===== config.mk =====
export PLATFORM = sky130hd
export DESIGN_NAME = uart_tx_fifo
export DESIGN_NICKNAME = d
export VERILOG_FILES = /design/src/rtl/uart_pkg.sv /design/src/rtl/uart_fifo_mem.sv /design/src/rtl/uart_tx_fifo.sv
export SDC_FILE = /design/constraint.sdc
export NUM_CORES = 1
export LEC_CHECK = 0
export CAP_MARGIN = 20
export CORE_MARGIN = 2
export CORE_UTILIZATION = 44
export DETAILED_ROUTE_END_ITERATION = 6
export PLACE_DENSITY = 0.62
export RECOVER_POWER = 25
export REMOVE_ABC_BUFFERS = 1
export SYNTH_ARGS = -nofsm -noshare
export SYNTH_HDL_FRONTEND = slang
export SYNTH_HIERARCHICAL = 1
export SYNTH_SLANG_ARGS = --single-unit

===== constraint.sdc =====
create_clock -name clk -period 3.33 [get_ports clk]
set_input_delay 0.666 -clock clk [delete_from_list [all_inputs] [get_ports clk]]
set_output_delay 0.666 -clock clk [all_outputs]
set_load 0.1 [all_outputs]

===== src/rtl/uart_pkg.sv =====
// uart_pkg: launch FSM state encoding and byte width shared by the UART TX FIFO
package uart_pkg;
  localparam int UART_DATA_W = 8;
  typedef enum logic [1:0] {
    IDLE      = 2'd0,
    LAUNCH    = 2'd1,
    WAIT_BUSY = 2'd2,
    WAIT_DONE = 2'd3
  } launch_state_e;
endpackage


===== src/rtl/uart_fifo_mem.sv =====
// uart_fifo_mem: DEPTH x 8 storage, synchronous write, asynchronous read, never cleared
module uart_fifo_mem
  import uart_pkg::*;
#(
  parameter int DEPTH = 16,
  parameter int AW    = $clog2(DEPTH)
) (
  input  logic                   clk,
  input  logic                   we,
  input  logic [AW-1:0]          waddr,
  input  logic [UART_DATA_W-1:0] wdata,
  input  logic [AW-1:0]          raddr,
  output logic [UART_DATA_W-1:0] rdata
);
  logic [UART_DATA_W-1:0] mem [DEPTH];
  always_ff @(posedge clk)
    if (we) mem[waddr] <= wdata;
  assign rdata = mem[raddr];
endmodule


===== src/rtl/uart_tx_fifo.sv =====
// uart_tx_fifo: byte FIFO feeding a serializer through a launch FSM; UART_TX_FIFO_OVERFLOW_EN adds a sticky overflow flag
module uart_tx_fifo
  import uart_pkg::*;
#(
  parameter int DEPTH = 16,
  parameter int AW    = $clog2(DEPTH)
) (
  input  logic                   clk,
  input  logic                   rstN,
  input  logic [UART_DATA_W-1:0] wrData,
  input  logic                   wrEn,
  output logic                   full,
  output logic                   empty,
  output logic [AW:0]            count,
  output logic [UART_DATA_W-1:0] txByte,
  output logic                   txTrig,
`ifdef UART_TX_FIFO_OVERFLOW_EN
  output logic                   overflow,
`endif
  input  logic                   txRdy
);
  launch_state_e state_q, state_d;
  logic [AW-1:0] wr_ptr_q, wr_ptr_d, rd_ptr_q, rd_ptr_d;
  logic [AW:0] count_q, count_d;
  logic full_q, full_d, empty_q, empty_d, tx_trig_q, tx_trig_d, wr_acc, pop;
  logic [UART_DATA_W-1:0] tx_byte_q, tx_byte_d, rd_data;
  uart_fifo_mem #(.DEPTH(DEPTH), .AW(AW)) u_mem (
    .clk  (clk),
    .we   (wr_acc),
    .waddr(wr_ptr_q),
    .wdata(wrData),
    .raddr(rd_ptr_q),
    .rdata(rd_data)
  );
  // full_q gates the write even when a pop lands in the same cycle
  always_comb begin
    wr_acc    = wrEn && !full_q;
    pop       = (state_q == IDLE) && !empty_q && txRdy;
    count_d   = count_q + (AW+1)'(wr_acc) - (AW+1)'(pop);
    wr_ptr_d  = wr_ptr_q + AW'(wr_acc);
    rd_ptr_d  = rd_ptr_q + AW'(pop);
    full_d    = count_d == (AW+1)'(DEPTH);
    empty_d   = count_d == '0;
    tx_byte_d = pop ? rd_data : tx_byte_q;
    tx_trig_d = state_q == LAUNCH;
    state_d   = pop                               ? LAUNCH    :
                (state_q == LAUNCH)               ? WAIT_BUSY :
                (state_q == WAIT_BUSY && !txRdy)  ? WAIT_DONE :
                (state_q == WAIT_DONE && txRdy)   ? IDLE      : state_q;
  end
  always_ff @(posedge clk) begin
    if (!rstN) begin
      state_q   <= IDLE;
      wr_ptr_q  <= '0;
      rd_ptr_q  <= '0;
      count_q   <= '0;
      full_q    <= 1'b0;
      empty_q   <= 1'b1;
      tx_byte_q <= '0;
      tx_trig_q <= 1'b0;
    end else begin
      state_q   <= state_d;
      wr_ptr_q  <= wr_ptr_d;
      rd_ptr_q  <= rd_ptr_d;
      count_q   <= count_d;
      full_q    <= full_d;
      empty_q   <= empty_d;
      tx_byte_q <= tx_byte_d;
      tx_trig_q <= tx_trig_d;
    end
  end
`ifdef UART_TX_FIFO_OVERFLOW_EN
  logic overflow_q, overflow_d;
  always_comb overflow_d = overflow_q || (wrEn && full_q);
  always_ff @(posedge clk)
    overflow_q <= !rstN ? 1'b0 : overflow_d;
  assign overflow = overflow_q;
`endif
  assign full   = full_q;
  assign empty  = empty_q;
  assign count  = count_q;
  assign txByte = tx_byte_q;
  assign txTrig = tx_trig_q;
endmodule

==> flow_summary.ini, run 1 <==
[outcome]
status = completed

[sta]
skew_ns = 0.00915
setup_viol = 0
rsz0062_at_grt = no
final_hold_viol_count = 0
min_period_over_period_pct = 88.4
period_needed_ns = 2.94
hold_ws_ns = 0.450
max_freq_ghz = 0.340
setup_tns_ns = 0
slew_viol_final = 0
tightest_slew_ns = 0.957
relSlewSlack_pct = 36.0

[clocking]
cts_hold_buf = 0
cts_buffers = 17
cts_tree = built
clk_pin_slew_ns = 0.06
post_cts_buffers = 0
clock_latency_ns = 0.43
post_cts_resized = 0
cts_root_buf = clkbuf_16
clockBufferDepth = 2
cts.sinks = 154
cts_max_level = 4

[worst_setup_path]
path_class = primary input to flop
crit_fanout = 4
worstPathRequired_ns = 3.66
crit_buf_inv = 1
cp-start-kind = primary input
cpLargestDelayFamily = simple AND/OR/NAND/NOR gates
cp_slowest_cell = clkdlybuf4s50_1
path_cells = clkdlybuf4s50_1, or4b_4, nand2_1, nand2_1, ha_1, fa_1, a21o_1, a21oi_1, xnor2_1, nor4bb_1
critical-path-max-stage-delay_ns = 0.52
cpMostUsedCell = nand2_1
cp.arrival_ns = 3.27
cp-end-kind = flop

[power_and_ir_drop]
leakage_uw = 0.00242
power-per-cell-area_mw_per_mm2 = 752
vdd_drop_max_uv = 432

[yosys]
yosysTopAreaCell = edfxtp_1
avgSynthCellArea_sq_um = 18.5
synth_top_area_share_pct = 63.2
synth_cell_type_count = 38
yosys_warnings = 6
yosysSeqAreaShare_pct = 71.7
syn_inst = 329
netlist_top_cells_area = edfxtp_1 (63%), dfxtp_1 (8.6%), mux4_2 (6.7%)
synth_area_sq_mm = 0.00608
synth.ff_latch_count = 154

[finish]
insertedDiodeCount = 0
final_util_pct = 53.6
fin_nets = 403
syn2layout_area_growth_pct = 17.6
layout-drive-gt1-share_pct = 22.2
postLayoutCellArea_sq_mm = 0.00716

[die]
die_area_sq_mm = 0.0148
dieWidth_um = 122
rows = 42
io_pins = 28
coreArea_sq_mm = 0.0133
start_util_pct = 45.6
die_h_um = 122

[global_routing]
grt_pass1_wl_um = 17800
grt_remaining_overflow = 0
grt_max_degree = 35
grt.total_usage_pct = 17.2
grt_pass1_vias = 3131
antenna_found_initial = 0

[worst_hold_path]
hp-class = flop to flop

[routing]
wirelength_met1_um = 5070
wl_met2_um = 5660
initialDrtViolationCount = 231
drt-total-wl_um = 11400
vias = 3032
met3_length_um = 470
drc = 0
top_layer_used = met4
drt-wirelength-per-cell_um = 19.9
vias_per_cell = 5.30
first_pass_iters = 4
ant_nets = 0

[run]
drv_cap = 0

[placement]
place_congestion = 0.747
hpwl_um = 7120
dpl_cell_area_sq_mm = 0.00659
port_buffers = 27
-- report_power, final --
group / internal [uW] / switching [uW] / total (uW)
logic: 456 / 807 / 1260
clock network: 1100 / 738 / 1830
registers: 2220 / 69.5 / 2290
total: 3770 / 1610 / 5380
-- cells by family (layout without fill, tap and decap cells) --
family                   after synthesis  count (layout)  share of synthesized area (%)
flip-flops                           154             154                           71.7
AO/OA/AOI/OAI                         32              32                           3.87
multiplexers                          32              32                           12.7
buffers and inverters                 17              84                           2.00
AND/OR/NAND/NOR                       77              77                           6.62
XOR/XNOR                               9               9                           1.30
adder cells (fa/ha/maj)                8               8                           1.77
-- per-stage QoR --
step	total power [uW]	setup WS, ns	std cells
after floorplan	3270	0.393	315
after global placement	3590	0.0349	540
after detailed placement	3610	-0.0547	540
after CTS	5450	0.371	572
after global routing	5600	0.230	572
final	5380	0.386	572
-- cell usage after synthesis --
master	n
buf_6	4
or4b_4	1
nand4_1	1
edfxtp_1	128
nor3_1	4
o21ai_0	1
ha_1	7
inv_1	3
nand3b_1	2
a22oi_1	16
nor4b_2	1
dfxtp_1	26
clkdlybuf4s25_2	3
a21o_1	2
clkbuf_1	2
a21boi_2	1
buf_4	1
nand2b_1	4
or3b_2	1
nor4bb_1	1
mux4_1	14
a21oi_1	2
and2b_1	1
or3_1	1
nor2_1	13
nand2_1	27
a21boi_1	8
nor2b_1	2
and3b_1	1
fa_1	1
buf_2	4
nand3_1	2
and2_1	15
mux4_2	18
xor2_1	3
xnor2_1	6
a31oi_1	1
o31ai_1	1
-- state kept, by name, indices dropped and copies added (netlist names) --
| signal | cells |
|---|---|
| rd_ptr_q | 4 |
| txByte | 8 |
| state_q | 2 |
| full | 1 |
| empty | 1 |
| count | 5 |
| u_mem/mem | 128 |
| txTrig | 1 |
| wr_ptr_q | 4 |
-- path summary, 6_finish.rpt --
check | startpoint | end | slack [ns] | cells after the start
worst min register to register | txByte[5] | txByte[5] | 0.45 | 2
worst max register to register | state_q[1] | full | 0.74 | 9
worst max-delay path | txRdy | full | 0.39 | 10
worst min-delay path | txByte[5] | txByte[5] | 0.45 | 2
-- worst reg2reg max path: cells and delay by family (launching register included) --
family	cells	cell delay (ns)
xor gates and xnor gates	1	0.16
DFF	1	0.36
and+or+nand+nor	4	0.97
AOI/OAI and AO/OA	2	0.35
adders and majority gates	2	0.64
-- layout by cell type (no fill, tap or decap), types with 3 or more instances in the layout --
cell type        count
clkinvlp_4           4
dfxtp_1             25
and2_1              15
xor2_1               3
xnor2_1              6
dlygate4sd3_1        6
nand2b_1             4
nor2_1              13
buf_4               37
nor3_1               4
inv_1                3
clkdlybuf4s50_1      6
mux4_2              18
clkbuf_1             3
ha_1                 7
mux4_1              14
a22oi_1             16
nand2_1             27
clkinv_2             3
edfxtp_1           128
clkbuf_16           17
a21boi_1             8
-- metal layers --
layer | vias up | global-route usage, %
met5 | - | 0
met4 | 0 | 6.90
met3 | 19 | 4.78
met2 | 67 | 27.6
met1 | 1525 | 22.3
li1 | 1421 | -
-- final cells by class --
cell class	instances	area, sq um
fill	1116	6190
sequential	154	4370
multi-input combinational	158	1600
clock buffer	20	437
timing repair buffer	49	398
tap	176	220
clock inverter	12	126
inverter	3	11.3
(Power assumes the default switching activity.)
==> run 2, diff against run 1 <==
Settings changed: TNS_END_PERCENT from default to 100.
==> results of run 2 <==
Final layout, timing and power as in run 1 (identical DEF).
==> run 3, diff against run 2 <==
Settings changed: CAP_MARGIN 20 to default, CORE_ASPECT_RATIO from default to 0.5, CORE_MARGIN 2 to 8.
==> run 3 against run 2 <==
Global-route usage decreased by 2.5 points. Sequential power increased by 2%. Combinational power about the same. Critical path depth unchanged. Sequential share of layout area decreased by 0.25 points. Final cell count increased by 0.35%. First-iteration DRC count increased by 24%. Clock power increased by 2%. Utilization decreased by 0.43 points. Clock skew decreased by 0.0011 ns. Die area increased by 22%. Via count increased by 4.5%. Critical endpoint unchanged. Largest cell class unchanged. Highest routed layer unchanged.
==> flow_summary.ini, run 3 (synthesis results as in run 1) <==
[routing]
drt-total-wl_um = 12400
drc = 0
vias = 3167
initialDrtViolationCount = 287
vias_per_cell = 5.52
ant_nets = 0
drt-wirelength-per-cell_um = 21.6
first_pass_iters = 4

[worst_hold_path]
hold_path_end = txByte[3]
hold_depth = 2
hp-class = flop to flop
hold_start = txByte[3]

[sta]
slew_viol_final = 0
skew_ns = 0.00808
final_hold_viol_count = 0
setup_tns_ns = 0
relSlewSlack_pct = 44.6
hold_ws_ns = 0.457
max_freq_ghz = 0.347
min_period_over_period_pct = 86.7
tightest_slew_ns = 0.832
rsz0062_at_grt = no
setup_viol = 0
period_needed_ns = 2.89

[clocking]
cts_max_level = 4
post_cts_buffers = 0
cts_buffers = 17
post_cts_resized = 0
cts_hold_buf = 0
cts_root_buf = clkbuf_16
clock_latency_ns = 0.42
cts_tree = built
clockBufferDepth = 2
clk_pin_slew_ns = 0.06
cts.sinks = 154

[global_routing]
grt.total_usage_pct = 14.7
antenna_found_initial = 0
grt-busiest-layer = met2
grt_pass1_wl_um = 19400
grt_use_met2_pct = 22.0
grt_util_met1_pct = 19.2
grt_remaining_overflow = 0
use_met3_pct = 4.95
grt_pass1_vias = 3307
grt_max_degree = 35

[worst_setup_path]
cp_slowest_cell = clkdlybuf4s50_1
critical-path-max-stage-delay_ns = 0.47
r2r_cells = 9
cp-start-kind = primary input
crit_fanout = 3
path_cells = clkdlybuf4s50_1, or4b_4, nand2_1, nand2_1, ha_1, fa_1, a21o_1, a21oi_1, xnor2_1, nor4bb_1
reg2reg_to = full
cp.arrival_ns = 3.22
rr_startpoint = state_q[1]
path_class = primary input to flop
worstPathRequired_ns = 3.66
cp-end-kind = flop
r2r_slack_ns = 0.73
cpMostUsedCell = nand2_1

[finish]
syn2layout_area_growth_pct = 18.1
final_common_cell = edfxtp_1
largest_reg_flops = 128
layout-drive-gt1-share_pct = 23.4
largest-register = u_mem/mem
fin_cells = 574
final_cell_mix = edfxtp_1 (128), buf_4 (41), nand2_1 (27)
fin_nets = 406
final_util_pct = 53.2
postLayoutCellArea_sq_mm = 0.00719
insertedDiodeCount = 0

[placement]
port_buffers = 27
dpl_cell_area_sq_mm = 0.00661
hpwl_um = 8150
dp_cells = 543
place_congestion = 0.747

[die]
dieWidth_um = 182
io_pins = 28
start_util_pct = 45.0
die_area_sq_mm = 0.0181
coreArea_sq_mm = 0.0135
die_h_um = 99.1
rows = 30

[power_and_ir_drop]
leakage_uw = 0.00245
power-per-cell-area_mw_per_mm2 = 759
vdd_drop_max_uv = 358

[run]
drv_cap = 0

[outcome]
status = completed
[run 3: changes by cell type in the layout (fill, tap and decap cells not counted), sizes merged]
cell,before,now
clkbuf,20,17
dlygate4sd3,6,5
clkinvlp,4,3
buf,37,41
inv,3,6
[run 3: where the power goes]
group	switching (uW)	total (uW)	internal, uW
sequential	118	2340	2220
combinational	781	1250	466
clock	766	1870	1100
[run 3: worst max-delay path by stage]
stage,from,endpoint,slack (ns),cells past startpoint
detailed placement,txRdy,full,0.005,10
finish,txRdy,full,0.44,10
global route,txRdy,full,0.27,10
global placement,txRdy,full,0.09,10
floorplan,empty,full,0.39,7
CTS,txRdy,full,0.45,10
[run 3: layer usage]
metal | part of all wire (%) | vias to the layer above | routed length (um)
li1 | - | 1431 | -
met1 | 46 | 1644 | 5730
met2 | 46 | 79 | 5750
met3 | 5.9 | 13 | 727
met4 | 1.7 | 0 | 210
met5 | 0 | - | 0
[run 3: per-stage QoR]
step	total power [uW]	setup slack (ns)
after floorplan	3270	0.393
after global placement	3600	0.0885
after detailed placement	3640	0.00468
after CTS	5500	0.449
after global routing	5680	0.266
final	5450	0.444
[run 3: worst max-delay path: cells and delay by family]
family	cells	cell delay, ns
xor gates and xnor gates	1	0.17
adders and majority gates	2	0.67
buffers and inverters	1	0.47
AOI/OAI and AO/OA	2	0.35
and+or+nand+nor	4	0.88
[run 3: layout make-up]
class	instances	area, sq um
fillers	1047	6330
inverters	3	11.3
clock buffers	17	425
repair buffers	52	418
well taps	176	220
flip-flops and latches	154	4370
clock inverters	14	148
multi-input cells	158	1600
